--- src/rtl/free_list_pkg.sv ---
// Shared rename/backend sizing for the physical-register free list.
package free_list_pkg;

   localparam int DEF_ID_WIDTH     = 2;   // rename lanes
   localparam int DEF_COMMIT_WIDTH = 2;   // commit lanes
   localparam int DEF_PRF_IDX      = 6;   // physical register index width
   localparam int DEF_NUM_ARF      = 32;  // architectural registers

   // Physical registers not holding an architectural mapping at reset.
   localparam int DEF_FL_DEPTH = (2 ** DEF_PRF_IDX) - DEF_NUM_ARF;

endpackage

--- src/rtl/free_list.sv ---
// Physical-register free list: circular buffer of free PRF indices with a
// speculative head (rename allocations), a retire head (committed
// allocations) and a tail (stale registers returned at commit). A flush
// rewinds the speculative head to the retire head.
module free_list
   import free_list_pkg::*;
#(
   parameter int ID_WIDTH     = DEF_ID_WIDTH,
   parameter int COMMIT_WIDTH = DEF_COMMIT_WIDTH,
   parameter int PRF_IDX      = DEF_PRF_IDX,
   parameter int NUM_ARF      = DEF_NUM_ARF,
   parameter int FL_DEPTH     = (2 ** PRF_IDX) - NUM_ARF
) (
   input  logic                                  clk,
   input  logic                                  rst,
   input  logic [ID_WIDTH-1:0]                   from_id_valid,
   output logic                                  from_id_ready,
   output logic [ID_WIDTH-1:0][PRF_IDX-1:0]      from_id_free_idx,
   input  logic [COMMIT_WIDTH-1:0]               from_rob_valid,
   input  logic [COMMIT_WIDTH-1:0][PRF_IDX-1:0]  from_rob_stale_idx,
   input  logic                                  flush
);

   localparam int AW = $clog2(FL_DEPTH);
   localparam int PW = AW + 1;  // extra MSB is the wrap bit

   logic [PRF_IDX-1:0] mem [FL_DEPTH];
   logic [PW-1:0]      spec_head;
   logic [PW-1:0]      retire_head;
   logic [PW-1:0]      tail;

   logic [PW-1:0]      count;
   logic [PW-1:0]      id_off [ID_WIDTH];
   logic [PW-1:0]      id_acc;
   logic [PW-1:0]      id_sum;
   logic [PW-1:0]      pop_sum;
   logic [PW-1:0]      cm_off [COMMIT_WIDTH];
   logic [PW-1:0]      cm_acc;
   logic [PW-1:0]      cm_sum;
   logic [PW-1:0]      retire_next;
   logic [AW-1:0]      wr_ptr [COMMIT_WIDTH];

   // Free entries; modular subtraction over the wrap-bit pointers.
   assign count = tail - spec_head;

   // Depends only on registered count and flush, never on valid, so rename
   // can raise valid after seeing ready without a combinational loop.
   assign from_id_ready = !flush && (count >= PW'(ID_WIDTH));

   // Rename lane offsets: a lane only consumes a slot if it requests one.
   always_comb begin
      id_acc = '0;
      for (int i = 0; i < ID_WIDTH; i++) begin
         id_off[i] = id_acc;
         id_acc    = id_acc + PW'(from_id_valid[i]);
      end
      id_sum = id_acc;
   end

   // Commit lane offsets: stale registers land in lane order at the tail.
   always_comb begin
      cm_acc = '0;
      for (int j = 0; j < COMMIT_WIDTH; j++) begin
         cm_off[j] = cm_acc;
         wr_ptr[j] = AW'(tail + cm_acc);
         cm_acc    = cm_acc + PW'(from_rob_valid[j]);
      end
      cm_sum = cm_acc;
   end

   assign pop_sum     = from_id_ready ? id_sum : '0;
   assign retire_next = retire_head + cm_sum;

   // Offered indices are read straight from storage; no push bypass.
   for (genvar i = 0; i < ID_WIDTH; i++) begin : g_lane
      logic [AW-1:0] rd_ptr;
      assign rd_ptr              = AW'(spec_head + id_off[i]);
      assign from_id_free_idx[i] = mem[rd_ptr];
   end

   // Pointer and storage update: reset refills the list, commits push stale
   // registers, and flush rewinds the speculative head past same-cycle commits.
   always_ff @(posedge clk) begin
      if (rst) begin
         for (int k = 0; k < FL_DEPTH; k++) begin
            mem[k] <= PRF_IDX'(NUM_ARF + k);
         end
         spec_head   <= '0;
         retire_head <= '0;
         tail        <= PW'(FL_DEPTH);
      end else begin
         for (int j = 0; j < COMMIT_WIDTH; j++) begin
            if (from_rob_valid[j]) begin
               mem[wr_ptr[j]] <= from_rob_stale_idx[j];
            end
         end
         tail        <= tail + cm_sum;
         retire_head <= retire_next;
         if (flush) begin
            spec_head <= retire_next;
         end else begin
            spec_head <= spec_head + pop_sum;
         end
      end
   end

   // Bookkeeping invariants checked in simulation.
   always_ff @(posedge clk) begin
      if (!rst) begin
         assert (count <= PW'(FL_DEPTH));
         assert ((tail - retire_head) == PW'(FL_DEPTH));
         assert ((count - pop_sum + cm_sum) <= PW'(FL_DEPTH));
         for (int j = 0; j < COMMIT_WIDTH; j++) begin
            assert (!from_rob_valid[j] || (from_rob_stale_idx[j] != '0));
         end
      end
   end

endmodule

--- config.mk ---
export PLATFORM = sky130hd
export DESIGN_NAME = free_list
export DESIGN_NICKNAME = d
export VERILOG_FILES = /design/src/rtl/free_list_pkg.sv /design/src/rtl/free_list.sv
export SDC_FILE = /design/constraint.sdc
export NUM_CORES = 1
export LEC_CHECK = 0
export BUFFER_PORTS_ARGS = -buffer_cell sky130_fd_sc_hd__buf_4
export CAP_MARGIN = 20
export CORE_UTILIZATION = 35
export DETAILED_ROUTE_END_ITERATION = 10
export HOLD_SLACK_MARGIN = 0.06
export MAX_ROUTING_LAYER = met4
export PLACE_DENSITY = 0.54
export SLEW_MARGIN = 20
export SYNTH_ARGS = -nofsm -noshare
export SYNTH_HDL_FRONTEND = slang
export SYNTH_SLANG_ARGS = --single-unit
--- constraint.sdc ---
create_clock -name clk -period 5.6 [get_ports clk]
set_clock_uncertainty 0.15 [all_clocks]
set_input_delay 0 -clock clk [delete_from_list [all_inputs] [get_ports clk]]
set_output_delay 0 -clock clk [all_outputs]
set_load 0.02 [all_outputs]
==> impl_metrics.yaml <==
worst_hold_path:
  min-delay-start: "from_rob_valid[0]"
  hold_depth: 5
  hold_class: "primary input to flop"
  holdPathEnd: "tail[1]"
floorplan:
  initial_utilization: 0.354
  placementRows: 73
  coreArea_um2: 39600
  die_w_um: 202
  io_pins: 32
  die_h_um: 202
  fp.dieArea_um2: 40900
timing:
  tns_ns: 0
  setup_viol: 0
  slew_headroom: 0.220
  rsz0062_at_grt: "false"
  fmax_ghz: 0.220
  hold_viol: 0
  fin_crit_sh: 0.812
  worstMarginPinSlew_ns: 1.17
  period_needed_ns: 4.55
  slew_viol_final: 0
worst_setup_path:
  crit_type: "flop to flop"
  cpMaxStageDelayCell: "dlygate4sd3_1"
  crit_arrival_ns: 4.89
  critPathBufInv: 4
  worstPathRequired_ns: 5.94
  r2r-end: "spec_head[1]"
  max_stage_delay_ns: 0.59
  worstRegToRegCells: 14
  end_kind: "flop"
  critical_path.max_fanout: 25
  crit_path_cell_trace: "buf_4 -> inv_1 -> fa_1 -> a21o_1 -> a21oi_1 -> xnor2_1 -> nor4_1 -> a21oi_1 -> ha_1 -> inv_1 -> fa_1 -> nor2b_1 -> a211oi_1 -> dlygate4sd3_1"
  rrSetupSlack_ns: 1.05
  r2r_start: "spec_head[1]"
  startpoint_type: "flop"
  crit_family: "buffers and inverters"
global_route:
  grt_pass1_vias: 10600
  grt_pass1_wl_mm: 71.0
  antenna_found_initial: 0
  grt_max_degree: 52
  grt.total_usage: 0.242
  grt_overflow: 0
cells_and_area:
  layout_common_cells: "192 x edfxtp_1, 186 x mux2i_1, 162 x nand2_1, 159 x nor2_1, 63 x mux4_2"
  area.growth.synth_to_final_pct: 11.1
  drive_gt1_frac: 0.135
  layout.nets: 1315
  final_common_cell: "edfxtp_1"
  n_antenna_cell: 0
  design_area_um2: 15600
  filler_cell_count: 3865
cts:
  htree_levels: 1
  postCtsSetupBuffers: 0
  cts_buffers: 25
  postCtsResizedCells: 0
  ctsHoldBuffers: 21
  root_buffer: "clkbuf_16"
  cts.sinks: 210
  cts.clk_slew.worst_paths_ns: 0.07
  clock_path_buffers: 3
  worstSkewPairLatency_ns: 0.55
  cts_tree: "built"
detailed_routing:
  viasPerCell: 5.96
  drtPass1Iterations: 5
  num_vias: 10800
  highest_layer: "met4"
  wl_met2_mm: 22.8
  detail-route-antenna-nets: 0
  drcViolationCount: 0
  wl_per_cell_um: 26.5
  drtIter0Drc: 1169
  met1Wirelength_mm: 19.9
  drt_wl_total_mm: 48.2
  wl_met3_mm: 3.70
status:
  status: "finished, final reports clean"
yosys:
  ys_types: 66
  synth_area_per_cell_um2: 10.9
  synthFlopType: "edfxtp_1"
  yosys_warnings: 0
  synth_edf_count: 192
  ys_seq_elements: 210
  syn_inst: 1286
  synth-seq-area-share: 0.436
  syn_nets: 1326
  synthesis.area_um2: 14000
  async_flop_share: 0
power_and_ir_drop:
  powerDensity_nw_per_um2: 294
  ir_drop_mv: 0.241
  p_leak_uw: 0.00524
job:
  drv_cap: 0
place:
  numPortBuffers: 31
  place_area_um2: 14600
  gp_congestion: 0.896
  hpwl_mm: 32.9
==> sequential cells by signal, summed over array words and instances, names as in the netlist <==
signal and cells:
tail 6, spec_head 6, mem 192, retire_head 6
==> where the power goes <==
group	leakage, uW	internal, uW	switching, uW
combinational	0.00309	418	635
sequential	0.00175	1760	65.7
clock	0.000403	1000	702
total	0.00524	3180	1400
==> final cells by class <==
class                   instances  area (um^2)  area share
multi-input cells             947         7340       0.470
flip-flops and latches        210         6130       0.393
well taps                     525          657      0.0421
clock buffers                  27          633      0.0406
repair buffers                 66          548      0.0351
clock inverters                19          204      0.0131
inverters                      25         93.8     0.00601
==> tightest hold or removal path, stage by stage <==
cell,delay [ns]
buf_4,0.13
ha_1,0.24
inv_1,0.13
fa_1,0.17
nor2_1,0.04
==> worst max path at each step <==
stage / startpoint / to / slack (ns) / cells after the start
final: spec_head[1] / spec_head[1] / 1.05 / 14
after global routing: spec_head[1] / spec_head[1] / 0.79 / 12
after CTS: spec_head[1] / spec_head[1] / 1.12 / 14
after detailed placement: spec_head[1] / spec_head[5] / 1.63 / 14
after global placement: spec_head[1] / spec_head[5] / 1.75 / 12
after floorplan: tail[0] / spec_head[5] / 2.39 / 13
==> layer usage <==
metal,vias up,GRT usage
met3,98,0.0318
met1,5445,0.318
met4,0,0.0878
met5,-,-
met2,507,0.383
li1,4791,-
==> Yosys cell counts, types with 6 or more instances <==
cell      count  share of area
mux2i_1     186           0.13
nor2b_1      13         0.0058
o21ai_0      23         0.0082
clkbuf_1     61          0.016
xor2_1        8         0.0050
buf_2        29          0.010
dfxtp_1      18          0.026
xnor2_1       7         0.0044
or3_1        15         0.0067
edfxtp_1    192           0.41
a22oi_1      12         0.0064
a32o_1        6         0.0043
mux4_1       14          0.026
ha_1         17          0.015
nor2_1      159          0.042
nand3b_1     14         0.0075
a221oi_1      6         0.0037
inv_1        23         0.0061
mux4_2       63           0.10
o31ai_1       8         0.0043
a21oi_1      58          0.021
nor3_1       53          0.019
nand2b_1     10         0.0045
nand3_1      35          0.012
a31oi_1      11         0.0049
nand2_1     162          0.043
==> metrics by stage <==
stage                     std cells  hold slack, ns  utilization  worst slack, ns  total power [uW]
final                          1819          0.0662        0.394             1.05              4580
after global routing           1819           0.104        0.394            0.787              4710
after CTS                      1819          0.0661        0.393             1.12              4590
after detailed placement       1752           0.154        0.367             1.63              2890
after global placement         1752           0.150        0.367             1.75              2880
after floorplan                1286          0.0354            -             2.39              2560
==> kinds of logic after synthesis <==
family	count (synthesis)	share of synthesized area
AOI/OAI and AO/OA	152	0.0684
buffers and inverters	129	0.0428
adders and majority gates	21	0.0208
xor gates and xnor gates	16	0.0105
muxes	269	0.266
DFF	210	0.436
and+or+nand+nor	489	0.156
No activity file was read; power rests on OpenSTA's default activity.
